**src/rtl/commit_unit_pkg.sv**
```systemverilog
// Shared types for the commit stage: ROB head entry layout, instruction-type
// encoding and commit FSM state constants.
package commit_unit_pkg;

  localparam int CU_XLEN = 32;
  localparam int CU_RW   = 5;

  localparam logic [1:0] ITYPE_BRANCH = 2'b00;
  localparam logic [1:0] ITYPE_STORE  = 2'b01;
  localparam logic [1:0] ITYPE_ALU    = 2'b10;
  localparam logic [1:0] ITYPE_LOAD   = 2'b11;

  localparam logic [1:0] ST_IDLE      = 2'd0;
  localparam logic [1:0] ST_STORE_REQ = 2'd1;
  localparam logic [1:0] ST_FLUSH     = 2'd2;

  typedef struct packed {
    logic [1:0]         itype;
    logic [3:0]         ROB_number;
    logic               ready;
    logic [CU_XLEN-1:0] value;
    logic [CU_RW-1:0]   dest_reg;
    logic [CU_XLEN-1:0] addr;
    logic               branch_result;
    logic               pred_taken;
    logic [CU_XLEN-1:0] target;
  } ROB_entry_t;

endpackage

```
**src/rtl/commit_unit.sv**
```systemverilog
// In-order retirement stage: pops the ROB head, writes the register file,
// performs stores through a req/ack handshake and flushes on mispredicts.
module commit_unit
  import commit_unit_pkg::*;
#(
  parameter int XLEN = CU_XLEN,
  parameter int RW   = CU_RW
) (
  input  logic             clk,
  input  logic             reset,
  input  ROB_entry_t       head,
  input  logic             head_valid,
  input  logic             head_ready,
  input  logic             ROB_head_store,
  output logic             rd_en,
  output logic             rf_wr_en,
  output logic [RW-1:0]    rf_wr_addr,
  output logic [XLEN-1:0]  rf_wr_data,
  output logic [3:0]       rf_wr_rob,
  output logic             mem_wr_req,
  output logic [XLEN-1:0]  mem_wr_addr,
  output logic [XLEN-1:0]  mem_wr_data,
  input  logic             mem_wr_ack,
  output logic             flush,
  output logic [XLEN-1:0]  redirect_pc,
  output logic [31:0]      retired_count
);

  logic [1:0] state;
  logic       committable;
  logic       pop;

  // The store flag duplicates itype and the entry's own ready bit duplicates
  // head_ready; commit decisions use itype and head_ready only.
  logic unused_head;
  assign unused_head = ^{head.ready, ROB_head_store};

  assign committable = head_valid && head_ready;

  // NOTE: every variable gets a default before the case so no latch is inferred.
  always_comb begin
    pop = 1'b0;
    case (state)
      ST_IDLE:      pop = committable && (head.itype != ITYPE_STORE);
      ST_STORE_REQ: pop = mem_wr_ack;
      default:      pop = 1'b0;
    endcase
  end

  // A reset cycle never dequeues, even if a store ack arrives in it.
  assign rd_en = pop && !reset;

  // NOTE: sequential state uses non-blocking assignments so all registers
  // update from the same pre-edge values.
  always_ff @(posedge clk) begin
    if (reset) begin
      state         <= ST_IDLE;
      rf_wr_en      <= 1'b0;
      rf_wr_addr    <= '0;
      rf_wr_data    <= '0;
      rf_wr_rob     <= '0;
      mem_wr_req    <= 1'b0;
      mem_wr_addr   <= '0;
      mem_wr_data   <= '0;
      flush         <= 1'b0;
      redirect_pc   <= '0;
      retired_count <= '0;
    end else begin
      rf_wr_en <= 1'b0;
      flush    <= 1'b0;
      if (rd_en) retired_count <= retired_count + 32'd1;

      case (state)
        ST_IDLE: begin
          if (committable) begin
            case (head.itype)
              ITYPE_BRANCH: begin
                if (head.branch_result != head.pred_taken) begin
                  flush       <= 1'b1;
                  redirect_pc <= head.target;
                  state       <= ST_FLUSH;
                end
              end
              ITYPE_STORE: begin
                mem_wr_addr <= head.addr;
                mem_wr_data <= head.value;
                mem_wr_req  <= 1'b1;
                state       <= ST_STORE_REQ;
              end
              default: begin
                // x0 is hardwired: the entry retires but nothing is written.
                if (head.dest_reg != '0) begin
                  rf_wr_en   <= 1'b1;
                  rf_wr_addr <= head.dest_reg;
                  rf_wr_data <= head.value;
                  rf_wr_rob  <= head.ROB_number;
                end
              end
            endcase
          end
        end
        ST_STORE_REQ: begin
          if (mem_wr_ack) begin
            mem_wr_req <= 1'b0;
            state      <= ST_IDLE;
          end
        end
        default: state <= ST_IDLE;
      endcase
    end
  end

endmodule

```
**config.mk**
```make
export PLATFORM = sky130hd
export DESIGN_NAME = commit_unit
export DESIGN_NICKNAME = d
export VERILOG_FILES = /design/src/rtl/commit_unit_pkg.sv /design/src/rtl/commit_unit.sv
export SDC_FILE = /design/constraint.sdc
export NUM_CORES = 1
export LEC_CHECK = 0
export CORE_MARGIN = 3
export CORE_UTILIZATION = 46
export DETAILED_ROUTE_END_ITERATION = 6
export GPL_ROUTABILITY_DRIVEN = 0
export GPL_TIMING_DRIVEN = 1
export PLACE_DENSITY_LB_ADDON = 0.1
export RECOVER_POWER = 25
export REMOVE_ABC_BUFFERS = 1
export SLEW_MARGIN = 20
export SYNTH_ARGS = -nofsm -noshare
export SYNTH_HDL_FRONTEND = slang
export SYNTH_SLANG_ARGS = --single-unit
```
**constraint.sdc**
```tcl
create_clock -name clk -period 3.8 [get_ports clk]
set_clock_uncertainty 0.05 [all_clocks]
set_input_delay 1.14 -clock clk [delete_from_list [all_inputs] [get_ports clk]]
set_output_delay 1.14 -clock clk [all_outputs]
set_load 0.02 [all_outputs]
```
==> flow_summary.toml, run 1 <==
[sta]
fin_tns_setup_ns = 0
holdWs_ns = 0.3999
period_minus_slack_ns = 3.667
final_max_slew_viol_count = 0
timing.fmax_ghz = 0.2727
finalHoldViolCount = 0
fin_ws_ns = 0.1333
tightest_slew_ns = 1.376
final-setup-viol-count = 0
rsz0062_at_grt = "no"
period_share = 0.9649
max_slew_margin = 0.08287

[placed_design]
portBuffers = 286
place_ws_ns = -0.08439
place.detailed.hpwl_mm = 13.48

[route]
dr.pass1.iters = 4
vias = 6568
routedWlPerCell_um = 15.82
dr.first_iter.drc_count = 433
drc = 0
antenna_left = 0
routed_wl_mm = 20.04
via_per_inst = 5.184

[yosys]
ys_seq_elements = 174
synth_edf_count = 0
synth_flop_cell = "dfxtp_1"
synthArstFlopShare = 0
syn-instance-count = 820
ys_seq_area_frac = 0.5216
synth_top_area_frac = 0.5216
synth.avg_cell_area_um2 = 8.143
yosys.area.top_type = "dfxtp_1"
synth_area_leaders = "dfxtp_1, nand2_1, a21oi_1"
synth_area_mm2 = 0.006678
yosys_warnings = 0
synth_cell_types = 39

[critical_path]
cp_max_fo = 2
worst_setup_path_end_kind = "output port"
required_ns = 2.61
cp.arrival_ns = 2.48
critPathKind = "primary input to output port"
critPathLaunchType = "primary input"

[cells_and_area]
diodes = 0
final_cell_mix = "nand2_1, clkdlybuf4s50_1, dfxtp_1, a21oi_1, dlygate4sd3_1"
fin_nets = 1194
fillerInstances = 1106
fin_util = 0.7192
layout_commonest_cell = "nand2_1"
drive_above_1_share = 0.04692
syn2layout_area_growth_pct = 51.25

[floorplan]
ioPinCount = 289
design.core.area_mm2 = 0.01404
chipHeight_um = 126.5
rows = 43
start_util = 0.4755
die_x_um = 126.5
die_area_mm2 = 0.01600

[clock_tree]
clock_path_buffers = 2
clock_latency_ns = 0.42
cts_root_buf = "clkbuf_16"
cts_made_buffers = 17
clock-sinks = 174
cts_tree = "built"
path_clk_slew_ns = 0.06
h-tree-depth = 4
post_cts_buffers = 0

[grt]
grt_pass1_wl_mm = 31.84
grt_max_degree = 182
grtUsageTotal = 0.2459
grt_pass1_vias = 6124
grt_overflow = 0
antenna_found_initial = 0

[status]
outcome = "complete, no violations"

[power_and_ir_drop]
p_leak_nw = 3.630
peakVddDrop_mv = 0.2738
p_per_area_mw_per_mm2 = 379.7

[worst_hold_path]
hold_path_class = "flip-flop to flip-flop"

[flow_run]
drv_cap = 0
[cells in the mapped netlist, drive strengths merged, types with 2 or more instances]
master	n
a21oi	159
a32oi	2
and3	7
and4	6
buf	34
clkbuf	28
dfxtp	174
inv	3
mux2	7
nand2	285
nand3	8
nand4	14
nor2	16
nor2b	8
nor3	3
nor4	6
o21ai	8
o31a	2
o31ai	15
or3	7
or4	16
xor2	2
[sequential cells by signal, summed over array words and instances, names as in the netlist, 2 cells and up]
name / count
rf_wr_rob: 4
mem_wr_data: 32
rf_wr_data: 32
retired_count: 32
redirect_pc: 32
mem_wr_addr: 32
rf_wr_addr: 5
state: 2
[through the flow]
stage	cells	total power, mW	instance area (um2)
finish	1267	3.835	10100
global route	1267	3.968	10100
CTS	1267	3.877	10120
detailed placement	1238	2.302	9602
global placement	1238	2.298	9602
floorplan	758	2.038	6361
[cells by family (layout without fill, tap and decap cells)]
| group | Yosys count | in the layout | share of synthesized area |
|---|---|---|---|
| AO/OA/AOI/OAI | 190 | 190 | 0.1561 |
| flip-flops | 174 | 174 | 0.5216 |
| XOR/XNOR | 2 | 2 | 0.002624 |
| adder cells (fa/ha/maj) | 1 | 1 | 0.001873 |
| multiplexers | 8 | 8 | 0.01330 |
| AND/OR/NAND/NOR | 380 | 380 | 0.2554 |
| buffers and inverters | 65 | 332 | 0.04909 |
[power by group]
group          total, mW  switching (mW)  internal, mW
Combinational      0.377           0.185         0.192
Sequential          1.88          0.0181          1.86
Clock               1.58           0.676         0.904
Total               3.83           0.879          2.96
[per-layer routing]
layer | share of wire | track usage | wire, um | vias up
met5 | 0 | 0 | 0 | -
met4 | 0.029 | 0.09085 | 574 | 0
met3 | 0.068 | 0.06526 | 1363 | 34
met2 | 0.49 | 0.4141 | 9892 | 214
met1 | 0.41 | 0.3028 | 8208 | 3030
li1 | - | - | - | 3290
[repair_timing]
item / in CTS / in global routing
setup endpoints to repair: 1 / 0
endpoints found under the hold margin: 0 / 0
hold buffers: 0 / 0
gates resized for setup: 1 / 0
[cell type report]
class	count	area, um2	area share
clock buffer	22	454.2	0.04497
multi-input combinational	581	2879	0.2851
clock inverter	7	67.56	0.006690
timing repair buffer	300	2979	0.2950
inverter	3	11.26	0.001115
sequential	174	3483	0.3449
tap	180	225.2	0.02230
[critical path, stage by stage]
cell and delay (ns):
dlygate4sd3_1 0.55, nand2b_1 0.20, a2bb2oi_4 0.21, nor2_1 0.05
dlygate4sd2_1 0.32
[worst paths after layout]
check | from | end | slack [ns] | depth (start not counted)
setup / recovery | head[109] | rd_en | 0.13 | 5
hold / removal | mem_wr_addr[1] | mem_wr_addr[1] | 0.40 | 2
setup reg to reg | state[1] | mem_wr_data[2] | 1.25 | 6
hold reg to reg | mem_wr_addr[1] | mem_wr_addr[1] | 0.40 | 2
(Power assumes the default switching activity.)
==> run 2: changes to the inputs <==
--- a/config.mk
+++ b/config.mk
@@ -10,7 +10,8 @@
 export DETAILED_ROUTE_END_ITERATION = 6
 export GPL_ROUTABILITY_DRIVEN = 0
 export GPL_TIMING_DRIVEN = 1
-export PLACE_DENSITY_LB_ADDON = 0.1
+export HOLD_SLACK_MARGIN = 0.05
+export PLACE_DENSITY = 0.86
 export RECOVER_POWER = 25
 export REMOVE_ABC_BUFFERS = 1
 export SLEW_MARGIN = 20
==> constraint.sdc (replaced) <==
create_clock -name clk -period 4.4 [get_ports clk]
set_clock_uncertainty 0.05 [all_clocks]
set_input_delay 1.32 -clock clk [delete_from_list [all_inputs] [get_ports clk]]
set_output_delay 1.32 -clock clk [all_outputs]
set_load 0.02 [all_outputs]
==> run 2 against run 1 <==
- die area stayed put
- utilization up 0.69 points
- largest power group unchanged
- highest routed layer unchanged
- routed wire length decreased by 1.7%
- hold slack about the same
==> flow_summary.toml, run 2 (synthesized netlist as in run 1, its figures left out) <==
[floorplan]
chipHeight_um = 126.5
rows = 43
design.core.area_mm2 = 0.01404
ioPinCount = 289
die_x_um = 126.5
die_area_mm2 = 0.01600
start_util = 0.4755

[critical_path]
cp_max_fo = 7
cp.arrival_ns = 2.93
cpMostUsedCell = "clkdlybuf4s50_1"
critPathKind = "primary input to output port"
critPathLaunchType = "primary input"
slowest_delay_ns = 0.55
required_ns = 3.03
worst_setup_path_end_kind = "output port"
crit_path_cell_trace = "clkdlybuf4s50_1, nand2b_1, a2bb2oi_4, nor2_1, clkdlybuf4s50_1"
cp_slowest_cell = "clkdlybuf4s50_1"

[grt]
grt_pass1_wl_mm = 31.01
antenna_found_initial = 0
grt_max_degree = 93
grt_overflow = 0
grtUsageTotal = 0.2369
grt_pass1_vias = 6081

[clock_tree]
cts_tree = "built"
post_cts_buffers = 0
cts.repair.resized = 0
h-tree-depth = 4
cts_made_buffers = 17
clock-sinks = 174
path_clk_slew_ns = 0.06
clock_latency_ns = 0.42
holdBufCountCts = 0
cts_root_buf = "clkbuf_16"
clock_path_buffers = 2

[power_and_ir_drop]
p_per_area_mw_per_mm2 = 346.1
p_comb_frac = 0.092
peakVddDrop_mv = 0.2265
p_leak_nw = 3.766
power_switching_share = 0.2242
clkPwrFrac = 0.449
p_sw_mw = 0.7911
internal_power_mw = 2.737
power_mw = 3.528
p_seq_frac = 0.460

[sta]
rsz0062_at_grt = "no"
fin_ws_ns = 0.09779
fin_tns_setup_ns = 0
finalHoldViolCount = 0
final-setup-viol-count = 0
final_max_slew_viol_count = 0
period_share = 0.9778
timing.fmax_ghz = 0.2324
tightest_slew_ns = 0.9491
max_slew_margin = 0.3673
period_minus_slack_ns = 4.302

[route]
dr.pass1.iters = 4
routed_wl_mm = 19.70
drc = 0
vias = 6657
dr.first_iter.drc_count = 338
via_per_inst = 5.254
routedWlPerCell_um = 15.55
antenna_left = 0

[cells_and_area]
drive_above_1_share = 0.05152
diodes = 0
syn2layout_area_growth_pct = 52.69
fillerInstances = 1033
final_cell_mix = "nand2_1, clkdlybuf4s50_1, dfxtp_1, a21oi_1, dlygate4sd3_1"
fin_nets = 1191
layout_commonest_cell = "nand2_1"

[flow_run]
drv_cap = 0

[status]
outcome = "complete, no violations"

[worst_hold_path]
hold_path_class = "flip-flop to flip-flop"

[placed_design]
place_ws_ns = 0.1083
portBuffers = 286
place.detailed.hpwl_mm = 13.29
## run 2: changes by cell type in the layout (fill, tap and decap cells not counted), sizes merged, moves of 2 or more
cell / previous run / this run
bufinv: 1 / 4
dlygate4sd3: 55 / 84
clkdlybuf4s50: 229 / 201
clkbuf: 26 / 19
inv: 3 / 5
## run 2: power by group through the flow
stage / Clock [mW] / Combinational, mW / Sequential, mW
2_1_floorplan: 0 / 0.0652 / 1.69
3_3_place_gp: 0 / 0.325 / 1.66
3_5_place_dp: 0 / 0.327 / 1.66
4_1_cts: 1.61 / 0.330 / 1.62
5_1_grt: 1.68 / 0.346 / 1.63
6_report: 1.58 / 0.323 / 1.62
## run 2: layout make-up
type,instances,area [um2],area share
clock buffers,19,442.9,0.04344
clock inverters,13,186.4,0.01828
inverters,3,11.26,0.001104
multi-input cells,581,2879,0.2824
flip-flops and latches,174,3483,0.3416
well taps,180,225.2,0.02209
repair buffers,297,2968,0.2911
## run 2: worst paths after layout
kind	startpoint	to	slack (ns)	cells past startpoint
max reg2reg	retired_count[0]	retired_count[28]	2.11	5
min	redirect_pc[10]	redirect_pc[10]	0.40	2
max	head[109]	rd_en	0.1	5
min reg2reg	redirect_pc[10]	redirect_pc[10]	0.40	2
## run 2: layer usage
layer  global-route usage  wire [um]  vias up
met2               0.4088       9879      241
met4              0.09211        487        0
met1               0.2851       7864     3097
met3              0.05684       1472       35
met5                    0          0        -
li1                     -          -     3284
## run 2: worst max-delay path: cells and delay by family
family / cells / cell delay [ns]
buf+inv: 2 / 1.01
simple gates: 2 / 0.31
compound gates: 1 / 0.29
## run 2: metrics by stage
step	cells	utilization	cell area (um2)	hold WS [ns]
finish	1267	0.7261	10200	0.3997
floorplan	758	-	6361	0.4379
detailed placement	1235	0.6813	9567	0.3953
CTS	1267	0.7261	10200	0.4043
global route	1267	0.7261	10200	0.4137
global placement	1235	0.6813	9567	0.3905
==> run 3: changes to the inputs <==
--- a/config.mk
+++ b/config.mk
@@ -7,6 +7,7 @@
 export LEC_CHECK = 0
 export CORE_MARGIN = 3
 export CORE_UTILIZATION = 46
+export CTS_CLUSTER_SIZE = 16
 export DETAILED_ROUTE_END_ITERATION = 6
 export GPL_ROUTABILITY_DRIVEN = 0
 export GPL_TIMING_DRIVEN = 1
==> results of run 3 <==
Same layout as run 2: the final DEF is identical, and so are final timing and power.
